===== src/rtl/pipe_rca_pkg.sv =====
// Shared constants and mode encoding for the pipelined ripple-carry adder.
package pipe_rca_pkg;

   localparam int PIPE_RCA_WIDTH  = 32;
   localparam int PIPE_RCA_STAGES = 4;

   // Operation select carried on the 'sub' input
   typedef enum logic {
      MODE_ADD = 1'b0,
      MODE_SUB = 1'b1
   } mode_e;

   // True when the raw mode bit selects subtraction
   function automatic logic is_sub(input logic mode);
      return mode_e'(mode) == MODE_SUB;
   endfunction

endpackage


===== src/rtl/rca_slice.sv =====
// Combinational W-bit ripple-carry adder slice. Also exposes the carry
// into the top bit so the last slice can derive signed overflow.
module rca_slice #(
   parameter int W = 8
) (
   input  logic [W-1:0] i_a,
   input  logic [W-1:0] i_b,
   input  logic         i_ci,
   output logic [W-1:0] o_s,
   output logic         o_co,
   output logic         o_c_msb
);

   logic c_run;

   // Bit-serial carry ripple from LSB to MSB
   always_comb begin
      o_s     = '0;
      o_c_msb = i_ci;
      c_run   = i_ci;
      for (int i = 0; i < W; i++) begin
         if (i == W - 1) begin
            o_c_msb = c_run;
         end
         o_s[i] = i_a[i] ^ i_b[i] ^ c_run;
         c_run  = (i_a[i] & i_b[i]) | (c_run & (i_a[i] ^ i_b[i]));
      end
      o_co = c_run;
   end

endmodule


===== src/rtl/pipe_rca.sv =====
// Pipelined ripple-carry adder/subtractor. Stage k adds slice k of the
// operands; unconsumed operand bits travel with the stage and the partial
// sum grows by one slice per stage. The whole pipe advances together
// whenever the output register is empty or being drained.
module pipe_rca
   import pipe_rca_pkg::*;
#(
   parameter int WIDTH  = PIPE_RCA_WIDTH,
   parameter int STAGES = PIPE_RCA_STAGES
) (
   input  logic             clock,
   input  logic             reset_n,
   input  logic             in_valid,
   output logic             in_ready,
   input  logic [WIDTH-1:0] a,
   input  logic [WIDTH-1:0] b,
   input  logic             ci,
   input  logic             sub,
   output logic             out_valid,
   input  logic             out_ready,
   output logic [WIDTH-1:0] s,
   output logic             co,
   output logic             ovf
);

   localparam int SLICE = WIDTH / STAGES;

   if ((WIDTH % STAGES) != 0) begin : g_bad_params
      $error("pipe_rca: WIDTH (%0d) must be a multiple of STAGES (%0d)", WIDTH, STAGES);
   end

   logic             w_adv;
   logic             w_sub;
   logic [WIDTH-1:0] w_b_eff;
   logic             w_cin;

   // Subtraction is a + ~b + 1; ci only matters when adding
   assign w_sub    = is_sub(sub);
   assign w_b_eff  = w_sub ? ~b : b;
   assign w_cin    = w_sub ? 1'b1 : ci;
   assign w_adv    = ~out_valid | out_ready;
   assign in_ready = w_adv;

   genvar gi;
   for (gi = 0; gi < STAGES; gi++) begin : g_stage
      localparam int LO  = gi * SLICE;
      localparam int REM = WIDTH - LO;

      logic [REM-1:0]      w_a_in;
      logic [REM-1:0]      w_b_in;
      logic                w_c_in;
      logic                w_v_in;
      logic [SLICE-1:0]    w_sum;
      logic                w_co;
      logic                w_cmsb;
      logic [LO+SLICE-1:0] w_s_next;

      logic                r_v;
      logic                r_c;
      logic [LO+SLICE-1:0] r_s;

      if (gi == 0) begin : g_src
         assign w_a_in   = a;
         assign w_b_in   = w_b_eff;
         assign w_c_in   = w_cin;
         assign w_v_in   = in_valid;
         assign w_s_next = w_sum;
      end else begin : g_src
         assign w_a_in   = g_stage[gi-1].g_mid.r_a;
         assign w_b_in   = g_stage[gi-1].g_mid.r_b;
         assign w_c_in   = g_stage[gi-1].r_c;
         assign w_v_in   = g_stage[gi-1].r_v;
         assign w_s_next = {w_sum, g_stage[gi-1].r_s};
      end

      rca_slice #(
         .W (SLICE)
      ) u_slice (
         .i_a     (w_a_in[SLICE-1:0]),
         .i_b     (w_b_in[SLICE-1:0]),
         .i_ci    (w_c_in),
         .o_s     (w_sum),
         .o_co    (w_co),
         .o_c_msb (w_cmsb)
      );

      // Stage valid, carry and partial sum: load from predecessor on advance
      always_ff @(posedge clock or negedge reset_n) begin
         if (!reset_n) begin
            r_v <= 1'b0;
            r_c <= 1'b0;
            r_s <= '0;
         end else if (w_adv) begin
            r_v <= w_v_in;
            r_c <= w_co;
            r_s <= w_s_next;
         end
      end

      if (gi < STAGES - 1) begin : g_mid
         logic [REM-SLICE-1:0] r_a;
         logic [REM-SLICE-1:0] r_b;
         logic                 w_cmsb_unused;

         // Only the final slice needs the MSB carry
         assign w_cmsb_unused = w_cmsb;

         // Carry the not-yet-added operand slices forward
         always_ff @(posedge clock or negedge reset_n) begin
            if (!reset_n) begin
               r_a <= '0;
               r_b <= '0;
            end else if (w_adv) begin
               r_a <= w_a_in[REM-1:SLICE];
               r_b <= w_b_in[REM-1:SLICE];
            end
         end
      end else begin : g_tail
         logic r_ovf;

         // Signed overflow: carry into MSB differs from carry out of MSB
         always_ff @(posedge clock or negedge reset_n) begin
            if (!reset_n) begin
               r_ovf <= 1'b0;
            end else if (w_adv) begin
               r_ovf <= w_cmsb ^ w_co;
            end
         end
      end
   end

   assign out_valid = g_stage[STAGES-1].r_v;
   assign s         = g_stage[STAGES-1].r_s;
   assign co        = g_stage[STAGES-1].r_c;
   assign ovf       = g_stage[STAGES-1].g_tail.r_ovf;

endmodule


===== config.mk =====
export PLATFORM = sky130hd
export DESIGN_NAME = pipe_rca
export DESIGN_NICKNAME = d
export VERILOG_FILES = /design/src/rtl/pipe_rca_pkg.sv /design/src/rtl/rca_slice.sv /design/src/rtl/pipe_rca.sv
export SDC_FILE = /design/constraint.sdc
export NUM_CORES = 1
export LEC_CHECK = 0
export ABC_AREA = 1
export ABC_CLOCK_PERIOD_IN_PS = 3400
export CAP_MARGIN = 40
export CORE_MARGIN = 2
export CORE_UTILIZATION = 45
export CTS_BUF_LIST = sky130_fd_sc_hd__clkbuf_16
export DETAILED_ROUTE_END_ITERATION = 10
export GPL_ROUTABILITY_DRIVEN = 0
export PLACE_DENSITY_LB_ADDON = 0.05
export SYNTH_ARGS = -nofsm -noshare
export SYNTH_HDL_FRONTEND = slang
export SYNTH_SLANG_ARGS = --single-unit
export TNS_END_PERCENT = 100

===== constraint.sdc =====
create_clock -name clock -period 3.4 [get_ports clock]
set_clock_uncertainty 0.1 [all_clocks]
set_input_delay 0.51 -clock clock [delete_from_list [all_inputs] [get_ports clock]]
set_output_delay 0.51 -clock clock [all_outputs]
set_load 0.01 [all_outputs]

==> run metrics <==
Port Buffers=105; Mean Syn Cell Area=8.84 um2; Max Freq=0.278 GHz; post-route ant nets=0; DRT Wirelength=15.1 mm; RSZ-0062 raised after global routing=true; Final Hold Fails=1; Crit Path Max Fanout=2; chip width=138 um; clock buffer depth=2; setup slack, reg-to-reg=-200 ps; type of destination of the critical path=register; Max Cap Viol=0; clock share of power=21.4%; worst hold margin=-1.55 ps; Design Power=0.00858 W; Area Growth Syn to Fin=23.7%; # setup viols final=5; die height=138 um; GRT Total Usage=17.3%; Sw Pwr=0.00296 W; Syn Std Cell Area=8040 um2; initial core utilization=46.3%; Inst Count DP=1201; non-filler instance count after layout=1238; Clock Sinks=185; CTS hold repair buffers=0; clock-pin slew on the worst setup and hold paths=60 ps; drt pass-1 iters=4; gate count after technology mapping=910; Int Pwr=0.00562 W; cts bufs inserted=17; reg-to-reg startpoint=g_stage[2].r_c$_DFFE_PN0P_; CTS tree=done; post-synthesis sequential area ratio=57.6%; cells on worst reg2reg path=12; r2r endpoint=s[31]$_DFFE_PN0P_; worst-margin pin slew=764 ps; sequential share of power=43.7%; Via density=4.50; WS Path Type=register to register; DPL Wire Length=9.54 mm; synthesis-stage register bit count=185; routed vias=5567; # diodes=0; fin crit share=106%; relative slew slack=49.1%; leakage=5.10 nW; DRC Markers=0; failing checks=negative hold slack, negative setup slack; peak supply drop=397 uV; root buf cell=clkbuf_16; layout cell share with drive strength beyond 1=8.79%; Yosys cell types=14; largest net degree at the start of global routing=182; HP Class=input port to asynchronous set/reset pin; total die area=19000 um2; boundary pin count=106; drt initial violations=351; first-pass GRT wire length=25.6 mm; Synthesis Warnings=0; status=complete, but fails checks; H-tree depth=4; # rows=48; CP required=3640 ps; wire per inst=12.2 um; final global-route overflow total=0; launch point of the worst path=g_stage[2].r_c$_DFFE_PN0P_; final-stage net count=1102; fin crit period=3600 ps; Post-Synthesis Net Count=1012; Setup WS post-layout=-203 ps; final slew viol count=0; vias in the first global route=5290; Setup crit end=s[31]$_DFFE_PN0P_; CORE AREA=17400 um2; combinational power share=34.9%; Sw Ratio=34.5%; Critical Path Start Type=register; pwr dens=863 nW/um2; CP arrival=3850 ps; initial antenna violation count=0; clk_lat worst skew=420 ps
-- critical path: stages (launching register included) --
cell	delay [ps]
dfrtp_1	400
fa_2	400
fa_2	350
fa_2	350
fa_2	350
fa_2	340
inv_2	60
fa_2	180
inv_2	40
fa_2	340
inv_2	70
fa_2	420
o21ai_1	130
-- state kept, by name (all words and copies together) (netlist names) --
signal / count
co: 1
g_stage.g_mid.r_a: 48
g_stage.g_mid.r_b: 48
g_stage.r_c: 3
g_stage.r_s: 48
g_stage.r_v: 3
out_valid: 1
ovf: 1
s: 32
-- worst min-delay path by stage --
stage	start	end	slack, ps	cells past startpoint
after floorplan	reset_n	co$_DFFE_PN0P_	110	0
after global placement	g_stage[2].r_v$_DFFE_PN0P_	out_valid$_DFFE_PN0P_	330	2
after detailed placement	g_stage[2].r_v$_DFFE_PN0P_	out_valid$_DFFE_PN0P_	340	2
after CTS	reset_n	g_stage[2].r_s[5]$_DFFE_PN0P_	30	1
after global routing	reset_n	s[5]$_DFFE_PN0P_	50	1
final	reset_n	g_stage[2].r_s[5]$_DFFE_PN0P_	-2	1
-- routing by layer --
metal | share of wire, % | global-route usage (%) | up-vias
met5 | 0 | 0 | -
met4 | 0.72 | 4.98 | 0
met3 | 3.1 | 4.05 | 8
met2 | 44 | 25.6 | 89
met1 | 52 | 25.6 | 2566
li1 | - | - | 2904
-- power groups by stage --
stage                     Sequential [W]  Clock [W]  Combinational [W]
after floorplan                  0.00377          0            0.00186
after global placement           0.00376          0            0.00287
after detailed placement         0.00379          0            0.00294
after CTS                        0.00377    0.00189            0.00301
after global routing             0.00388    0.00199            0.00351
final                            0.00375    0.00183            0.00300
-- cell usage after synthesis --
cell type  instances  share of area [%]
xor2_1             2               0.22
nor2_1             1              0.047
nand2_1          527                 25
inv_1             59                2.8
o21ai_0           26                1.6
nor2_4             1               0.14
buf_4              3               0.28
xnor2_1            6               0.65
fa_1              32                8.0
buf_1              1              0.047
buf_2             37                2.3
nand3_1           25                1.6
clkbuf_1           5               0.23
dfrtp_1          185                 58
-- cells in the final DEF, fill, tap and decap left out, drive strengths merged --
| cell | n |
|---|---|
| xnor2 | 6 |
| xor2 | 2 |
| buf | 14 |
| nand3 | 25 |
| clkinvlp | 3 |
| clkbuf | 19 |
| bufinv | 2 |
| nand2 | 527 |
| dlygate4sd2 | 1 |
| clkinv | 5 |
| nor2 | 2 |
| clkdlybuf4s50 | 99 |
| clkdlybuf4s15 | 1 |
| o21ai | 26 |
| fa | 32 |
| dfrtp | 185 |
| inv | 64 |
-- what timing repair did --
item	4_1_cts	5_1_grt
pin swaps	13	10
setup buffers	3	2
endpoints found under the setup margin	10	11
gates resized for setup	27	11
-- stage by stage --
| step | cell area (um2) | TNS (ps) | util (%) | hold slack [ps] | worst slack [ps] |
|---|---|---|---|---|---|
| global placement | 9310 | -3070 | 53.7 | 333 | -888 |
| detailed placement | 9310 | -3440 | 53.7 | 338 | -929 |
| floorplan | 8120 | -1470 | - | 114 | -588 |
| CTS | 9910 | -991 | 57.1 | 33.6 | -254 |
| finish | 9950 | -788 | 57.3 | -1.55 | -203 |
| global route | 9950 | -1530 | 57.3 | 48.8 | -306 |
-- kinds of logic (layout without fill, tap and decap cells) --
family          after synthesis  in the layout  synth area share (%)
compound gates               26             26                  1.62
xor+xnor                      8              8                 0.871
fa+ha+maj                    32             32                  7.97
buf+inv                     105            208                  5.62
flops                       185            185                  57.6
simple gates                554            554                  26.3
-- final cells by class --
cell class | count | area [um2]
fillers | 1611 | 7410
flip-flops and latches | 185 | 4630
multi-input cells | 620 | 3070
repair buffers | 117 | 1190
clock buffers | 17 | 425
well taps | 225 | 282
inverters | 59 | 221
clock inverters | 15 | 121
Note: power is estimated with default switching activity, not from simulation.
